[src/rtl/plot_pkg.sv]
// Shared framebuffer geometry, FIFO entry layout and the xy to linear address mapping
// for the pixel plot path.
package plot_pkg;

  localparam int unsigned FB_W      = 160;
  localparam int unsigned FB_H      = 120;
  localparam int unsigned FB_ADDR_W = 15;
  localparam int unsigned COLOUR_W  = 3;

  typedef struct packed {
    logic [FB_ADDR_W-1:0] addr;
    logic [COLOUR_W-1:0]  colour;
  } plot_entry_t;

  // The default 160-wide screen uses shift-add (128 + 32) instead of a multiplier.
  function automatic logic [FB_ADDR_W-1:0] xy_to_addr(input logic [7:0] x,
                                                      input logic [6:0] y,
                                                      input int unsigned w);
    logic [FB_ADDR_W-1:0] a;
    if (w == 32'd160) begin
      a = FB_ADDR_W'({y, 7'b0}) + FB_ADDR_W'({y, 5'b0}) + FB_ADDR_W'(x);
    end else begin
      a = FB_ADDR_W'(32'(y) * w + 32'(x));
    end
    return a;
  endfunction

endpackage

[src/rtl/plot_fifo.sv]
// Synchronous FIFO of plot entries. A push is accepted when the FIFO is full only if
// a pop happens in the same cycle, so the count stays unchanged.
module plot_fifo
  import plot_pkg::*;
#(
  parameter int unsigned DEPTH = 16
) (
  input  logic                     clk,
  input  logic                     rst,
  input  logic                     push_i,
  input  logic                     pop_i,
  input  plot_entry_t              wdata_i,
  output plot_entry_t              head_c_o,
  output logic                     full_o,
  output logic                     empty_o,
  output logic [$clog2(DEPTH):0]   count_o
);

  localparam int unsigned AW = $clog2(DEPTH);
  localparam int unsigned CW = AW + 1;

  plot_entry_t   mem [DEPTH];
  logic [AW-1:0] wr_ptr_q, wr_ptr_d;
  logic [AW-1:0] rd_ptr_q, rd_ptr_d;
  logic [CW-1:0] count_q, count_d;
  logic          full_q, full_d;
  logic          empty_q, empty_d;
  logic          pop_ok_c, push_ok_c;

  always_comb begin
    pop_ok_c  = pop_i & ~empty_q;
    push_ok_c = push_i & (~full_q | pop_ok_c);
    wr_ptr_d  = push_ok_c ? AW'(wr_ptr_q + AW'(1)) : wr_ptr_q;
    rd_ptr_d  = pop_ok_c  ? AW'(rd_ptr_q + AW'(1)) : rd_ptr_q;
    count_d   = CW'(count_q + CW'(push_ok_c) - CW'(pop_ok_c));
    full_d    = (count_d == CW'(DEPTH));
    empty_d   = (count_d == '0);
  end

  always_ff @(posedge clk or posedge rst) begin
    if (rst) begin
      wr_ptr_q <= '0;
      rd_ptr_q <= '0;
      count_q  <= '0;
      full_q   <= 1'b0;
      empty_q  <= 1'b1;
    end else begin
      wr_ptr_q <= wr_ptr_d;
      rd_ptr_q <= rd_ptr_d;
      count_q  <= count_d;
      full_q   <= full_d;
      empty_q  <= empty_d;
    end
  end

  // Storage needs no reset; the pointers define what is valid.
  always_ff @(posedge clk) begin
    if (push_ok_c) mem[wr_ptr_q] <= wdata_i;
  end

  assign head_c_o = mem[rd_ptr_q];
  assign full_o   = full_q;
  assign empty_o  = empty_q;
  assign count_o  = count_q;

endmodule

[src/rtl/plot_fifo_writer.sv]
// Clips drawer pixels to the screen, buffers them and writes them to the framebuffer
// when granted. Define PLOT_CLIP_COUNT_EN to add the saturating clip_count output.
module plot_fifo_writer #(
  parameter int unsigned DEPTH = 16,
  parameter int unsigned FB_W  = plot_pkg::FB_W,
  parameter int unsigned FB_H  = plot_pkg::FB_H
) (
  input  logic                           clk,
  input  logic                           rst,
  input  logic [7:0]                     in_x,
  input  logic [6:0]                     in_y,
  input  logic [plot_pkg::COLOUR_W-1:0]  in_colour,
  input  logic                           in_plot,
  input  logic                           fb_grant,
  input  logic                           clr_flags,
`ifdef PLOT_CLIP_COUNT_EN
  output logic [15:0]                    clip_count,
`endif
  output logic [plot_pkg::FB_ADDR_W-1:0] fb_addr,
  output logic [plot_pkg::COLOUR_W-1:0]  fb_wdata,
  output logic                           fb_we,
  output logic                           busy,
  output logic                           overflow
);

  import plot_pkg::*;

  localparam int unsigned CW = $clog2(DEPTH) + 1;

  plot_entry_t          new_entry_c, head_c;
  logic                 fifo_full, fifo_empty;
  logic [CW-1:0]        fifo_count, cnt_next_c;
  logic                 in_range_c, push_c, pop_c, drop_c;

  logic                 fb_we_q, fb_we_d;
  logic [FB_ADDR_W-1:0] fb_addr_q, fb_addr_d;
  logic [COLOUR_W-1:0]  fb_wdata_q, fb_wdata_d;
  logic                 busy_q, busy_d;
  logic                 overflow_q, overflow_d;

  always_comb begin
    in_range_c         = (32'(in_x) < FB_W) && (32'(in_y) < FB_H);
    pop_c              = ~fifo_empty & fb_grant;
    push_c             = in_plot & in_range_c & (~fifo_full | pop_c);
    drop_c             = in_plot & in_range_c & fifo_full & ~pop_c;
    new_entry_c.addr   = xy_to_addr(in_x, in_y, FB_W);
    new_entry_c.colour = in_colour;
    cnt_next_c         = CW'(fifo_count + CW'(push_c) - CW'(pop_c));
  end

  plot_fifo #(.DEPTH(DEPTH)) u_fifo (
    .clk      (clk),
    .rst      (rst),
    .push_i   (push_c),
    .pop_i    (pop_c),
    .wdata_i  (new_entry_c),
    .head_c_o (head_c),
    .full_o   (fifo_full),
    .empty_o  (fifo_empty),
    .count_o  (fifo_count)
  );

  // Write stage and flags; busy is registered from the next-cycle count and strobe.
  always_comb begin
    fb_we_d    = pop_c;
    fb_addr_d  = fb_addr_q;
    fb_wdata_d = fb_wdata_q;
    if (pop_c) begin
      fb_addr_d  = head_c.addr;
      fb_wdata_d = head_c.colour;
    end
    busy_d     = pop_c | (cnt_next_c != '0);
    overflow_d = overflow_q;
    if (drop_c)         overflow_d = 1'b1;
    else if (clr_flags) overflow_d = 1'b0;
  end

  always_ff @(posedge clk or posedge rst) begin
    if (rst) begin
      fb_we_q    <= 1'b0;
      fb_addr_q  <= '0;
      fb_wdata_q <= '0;
      busy_q     <= 1'b0;
      overflow_q <= 1'b0;
    end else begin
      fb_we_q    <= fb_we_d;
      fb_addr_q  <= fb_addr_d;
      fb_wdata_q <= fb_wdata_d;
      busy_q     <= busy_d;
      overflow_q <= overflow_d;
    end
  end

`ifdef PLOT_CLIP_COUNT_EN
  logic [15:0] clip_cnt_q, clip_cnt_d;
  logic        clip_c;

  // A clip coinciding with a clear counts as the first clip after the clear.
  always_comb begin
    clip_c     = in_plot & ~in_range_c;
    clip_cnt_d = clip_cnt_q;
    if (clr_flags)                          clip_cnt_d = clip_c ? 16'd1 : 16'd0;
    else if (clip_c && clip_cnt_q != 16'hFFFF) clip_cnt_d = clip_cnt_q + 16'd1;
  end

  always_ff @(posedge clk or posedge rst) begin
    if (rst) clip_cnt_q <= '0;
    else     clip_cnt_q <= clip_cnt_d;
  end

  assign clip_count = clip_cnt_q;
`endif

  assign fb_we    = fb_we_q;
  assign fb_addr  = fb_addr_q;
  assign fb_wdata = fb_wdata_q;
  assign busy     = busy_q;
  assign overflow = overflow_q;

endmodule

[config.mk]
export PLATFORM = sky130hd
export DESIGN_NAME = plot_fifo_writer
export DESIGN_NICKNAME = d
export VERILOG_FILES = /design/src/rtl/plot_pkg.sv /design/src/rtl/plot_fifo.sv /design/src/rtl/plot_fifo_writer.sv
export SDC_FILE = /design/constraint.sdc
export NUM_CORES = 1
export LEC_CHECK = 0
export CAP_MARGIN = 25
export CORE_UTILIZATION = 60
export CTS_CLUSTER_DIAMETER = 30
export DETAILED_ROUTE_END_ITERATION = 8
export PLACE_DENSITY_LB_ADDON = 0.08
export SYNTH_ARGS = -nofsm -noshare
export SYNTH_HDL_FRONTEND = slang
export SYNTH_SLANG_ARGS = --single-unit
[constraint.sdc]
create_clock -name clk -period 4.65 [get_ports clk]
set_input_delay 0.93 -clock clk [delete_from_list [all_inputs] [get_ports clk]]
set_output_delay 0.93 -clock clk [all_outputs]
set_load 0.02 [all_outputs]
==> impl_metrics.tcl <==
set metrics [dict create \
    die_area_mm2 0.0226 \
    cts.sinks 324 \
    rsz0062_at_grt "false" \
    synth_ff_type "edfxtp_1" \
    numPortBuffers 43 \
    h-tree-depth 2 \
    post_drt_wl_per_cell_um 25.5 \
    slew_violations 0 \
    routed_via_density 6.33 \
    dpl.hpwl_mm 16.1 \
    worstPathMaxFanout 9 \
    gp_congestion 0.763 \
    synth-seq-cells 324 \
    syn_avg_cell_area_um2 17.0 \
    cp.arrival_ns 3.83 \
    num-nets-final 921 \
    drive_gt1_frac 0.186 \
    area_growth_pct 21.5 \
    setup-tns-final_ns 0 \
    max_freq_ghz 0.292 \
    ir_worst_vdd_v 0.000497 \
    synth-edff-count 288 \
    critPathSlowestCell "fa_1" \
    postCtsSetupRepairBufs 0 \
    first_pass_iters 5 \
    drc_errors 0 \
    min_period_over_period 0.738 \
    status "finished clean" \
    fp-row-count 53 \
    ant_nets 0 \
    overflow 0 \
    synthDistinctLibCells 45 \
    die_h_um 150 \
    clk_latency_ns 0.54 \
    drtIter0Drc 692 \
    period_minus_slack_ns 3.43 \
    diodes 0 \
    final-hold-violation-count 0 \
    cp-end-kind "register" \
    tightest_slew_ns 0.983 \
    drt_wl_total_mm 30.2 \
    register_area_mm2 0.00956 \
    grt_max_degree 49 \
    grt_pass1_vias 7798 \
    cp-start-kind "input pin" \
    yosysSeqAreaShare 0.722 \
    clock_skew_ns 0.0109 \
    cap_viol_max_count 0 \
    final_cell_area_mm2 0.0161 \
    antenna_found_initial 1 \
    syn_inst 780 \
    num-fill-cells 1214 \
    routed-via-count 7500 \
    critical_path_required_ns 5.05 \
    die-width_um 150 \
    syn-cell-area_mm2 0.0132 \
    grt.total_usage 0.282 \
    synth_top_cell_area_share 0.654 \
    cts_hold_buf 0 \
    cts_resized 0 \
    yosys_warnings 0 \
    synth_fp_nets 831 \
    multi_input_area_mm2 0.00344 \
    initial_core_util 0.621 \
    power.density_mw_per_mm2 677 \
    coreArea_mm2 0.0213 \
    critPathKind "input pin to register" \
    p_leak_nw 5.73 \
    worstHoldPathType "register to register" \
    pin_count 44 \
    synth_top_cells_by_area "edfxtp_1 (65%), mux2i_1 (7.7%), dfrtp_1 (6.6%), mux4_2 (4.1%), ha_1 (2.3%)" \
    synth_top_area_cell "edfxtp_1" \
    cts_buffer_depth 3 \
    dpl_cell_area_mm2 0.0141 \
    grt_pass1_wl_mm 45.3 \
    async_flop_share 0.111 \
    max_slew_margin 0.340 \
    slowest_delay_ns 0.48 \
    cts_tree "built" \
    cts_made_buffers 52 \
    cts_root_buffer "clkbuf_16" \
    clk_pin_slew_worst_paths_ns 0.05 \
    setup_viol_count_final 0 \
    fin_util 0.755 \
    path_cells "clkdlybuf4s50_1 > nand2b_1 > inv_2 > o2111ai_2 > inv_2 > ha_1 > inv_1 > fa_1 > inv_1 > or3_1 > nor4bb_1" \
]
==> cell usage in the layout (no fill, tap or decap), drive strengths merged, types with 26 or more instances in the layout <==
cell type	count
dfrtp	35
clkbuf	58
nand4	26
nand2	54
buf	33
inv	28
clkdlybuf4s50	43
edfxtp	288
mux2i	102
==> final cells by class <==
class | count | area share
Inverter | 24 | 0.00561
Tap cell | 275 | 0.0214
Clock buffer | 58 | 0.0843
Timing Repair Buffer | 76 | 0.0442
Sequential cell | 324 | 0.595
Multi-Input combinational cell | 392 | 0.214
Clock inverter | 35 | 0.0357
==> Yosys cell counts (2+ instances only) <==
| cell type | n |
|---|---|
| nand3_1 | 17 |
| nor3_1 | 3 |
| buf_4 | 4 |
| o21ai_0 | 7 |
| fa_1 | 4 |
| o21a_1 | 2 |
| inv_2 | 2 |
| clkbuf_1 | 12 |
| dfrtp_1 | 35 |
| nor2b_1 | 11 |
| inv_1 | 22 |
| a21oi_1 | 18 |
| nor4_1 | 4 |
| nor3b_1 | 2 |
| mux2i_1 | 102 |
| a21o_1 | 5 |
| a22oi_1 | 24 |
| buf_2 | 21 |
| nand4_1 | 26 |
| xor2_1 | 3 |
| and2_1 | 11 |
| nand2_1 | 54 |
| ha_1 | 24 |
| buf_1 | 2 |
| a2111oi_2 | 6 |
| mux4_2 | 24 |
| edfxtp_1 | 288 |
| xnor2_1 | 13 |
| a211oi_1 | 8 |
| nor2_1 | 11 |
==> flip-flops by register name (all words and copies together), names as in the netlist <==
register	cells
overflow	1
fb_wdata	3
u_fifo.empty_o	1
fb_addr	15
u_fifo.mem	288
busy	1
u_fifo.rd_ptr_q	4
u_fifo.full_o	1
u_fifo.count_o	5
u_fifo.wr_ptr_q	4
fb_we	1
==> routing by layer <==
| metal | routed length (um) | part of all wire | up-vias | GRT usage |
|---|---|---|---|---|
| met5 | 13 | 0.00043 | - | 0 |
| met4 | 956 | 0.032 | 2 | 0.118 |
| met3 | 2500 | 0.083 | 83 | 0.0536 |
| met2 | 14700 | 0.49 | 378 | 0.456 |
| met1 | 12000 | 0.40 | 3816 | 0.380 |
| li1 | - | - | 3221 | - |
==> cells by family after synthesis <==
logic type	count (synthesis)	share of synthesized area
flip-flops	324	0.722
AND/OR/NAND/NOR	145	0.0552
multiplexers	126	0.118
AO/OA/AOI/OAI	77	0.0434
buffers and inverters	64	0.0219
adder cells (fa/ha/maj)	28	0.0288
XOR/XNOR	16	0.0106
==> worst max-delay path, delay by kind of cell <==
kind / cells / cell delay (ns)
fa+ha+maj: 2 / 0.67
compound gates: 1 / 0.30
buf+inv: 5 / 1.02
simple gates: 3 / 0.90
==> through the flow <==
step	power, W	hold WS (ns)	setup WS (ns)	cells
6_report	0.0109	0.513	1.22	1184
5_1_grt	0.0113	0.547	1.16	1184
4_1_cts	0.0109	0.519	1.29	1180
3_5_place_dp	0.00667	0.483	0.754	1087
3_3_place_gp	0.00655	0.478	0.857	1086
2_1_floorplan	0.00577	0.535	0.982	780
==> path summary, 6_finish.rpt <==
| check | startpoint | to | slack, ns | cells after the start |
|---|---|---|---|---|
| worst max-delay path | fb_grant | u_fifo.full_o$_DFF_PP0_ | 1.22 | 11 |
| worst min-delay path | fb_addr[0]$_DFFE_PP0P_ | fb_addr[0]$_DFFE_PP0P_ | 0.51 | 2 |
| worst max register to register | u_fifo.empty_o$_DFF_PP1_ | u_fifo.full_o$_DFF_PP0_ | 1.63 | 10 |
| worst min register to register | fb_addr[0]$_DFFE_PP0P_ | fb_addr[0]$_DFFE_PP0P_ | 0.51 | 2 |
| max in group asynchronous | rst | u_fifo.rd_ptr_q[1]$_DFFE_PP0P_ | 3.47 | 3 |
| min in group asynchronous | rst | u_fifo.count_o[0]$_DFF_PP0_ | 0.66 | 2 |
==> power breakdown <==
group	internal [W]	leakage, nW	switching, W	total [W]
logic	0.00119	1.79	0.00162	0.00281
clock network	0.00288	0.918	0.00132	0.00420
registers	0.00359	3.02	0.000288	0.00387
total	0.00765	5.73	0.00324	0.0109
(Power assumes the default switching activity.)
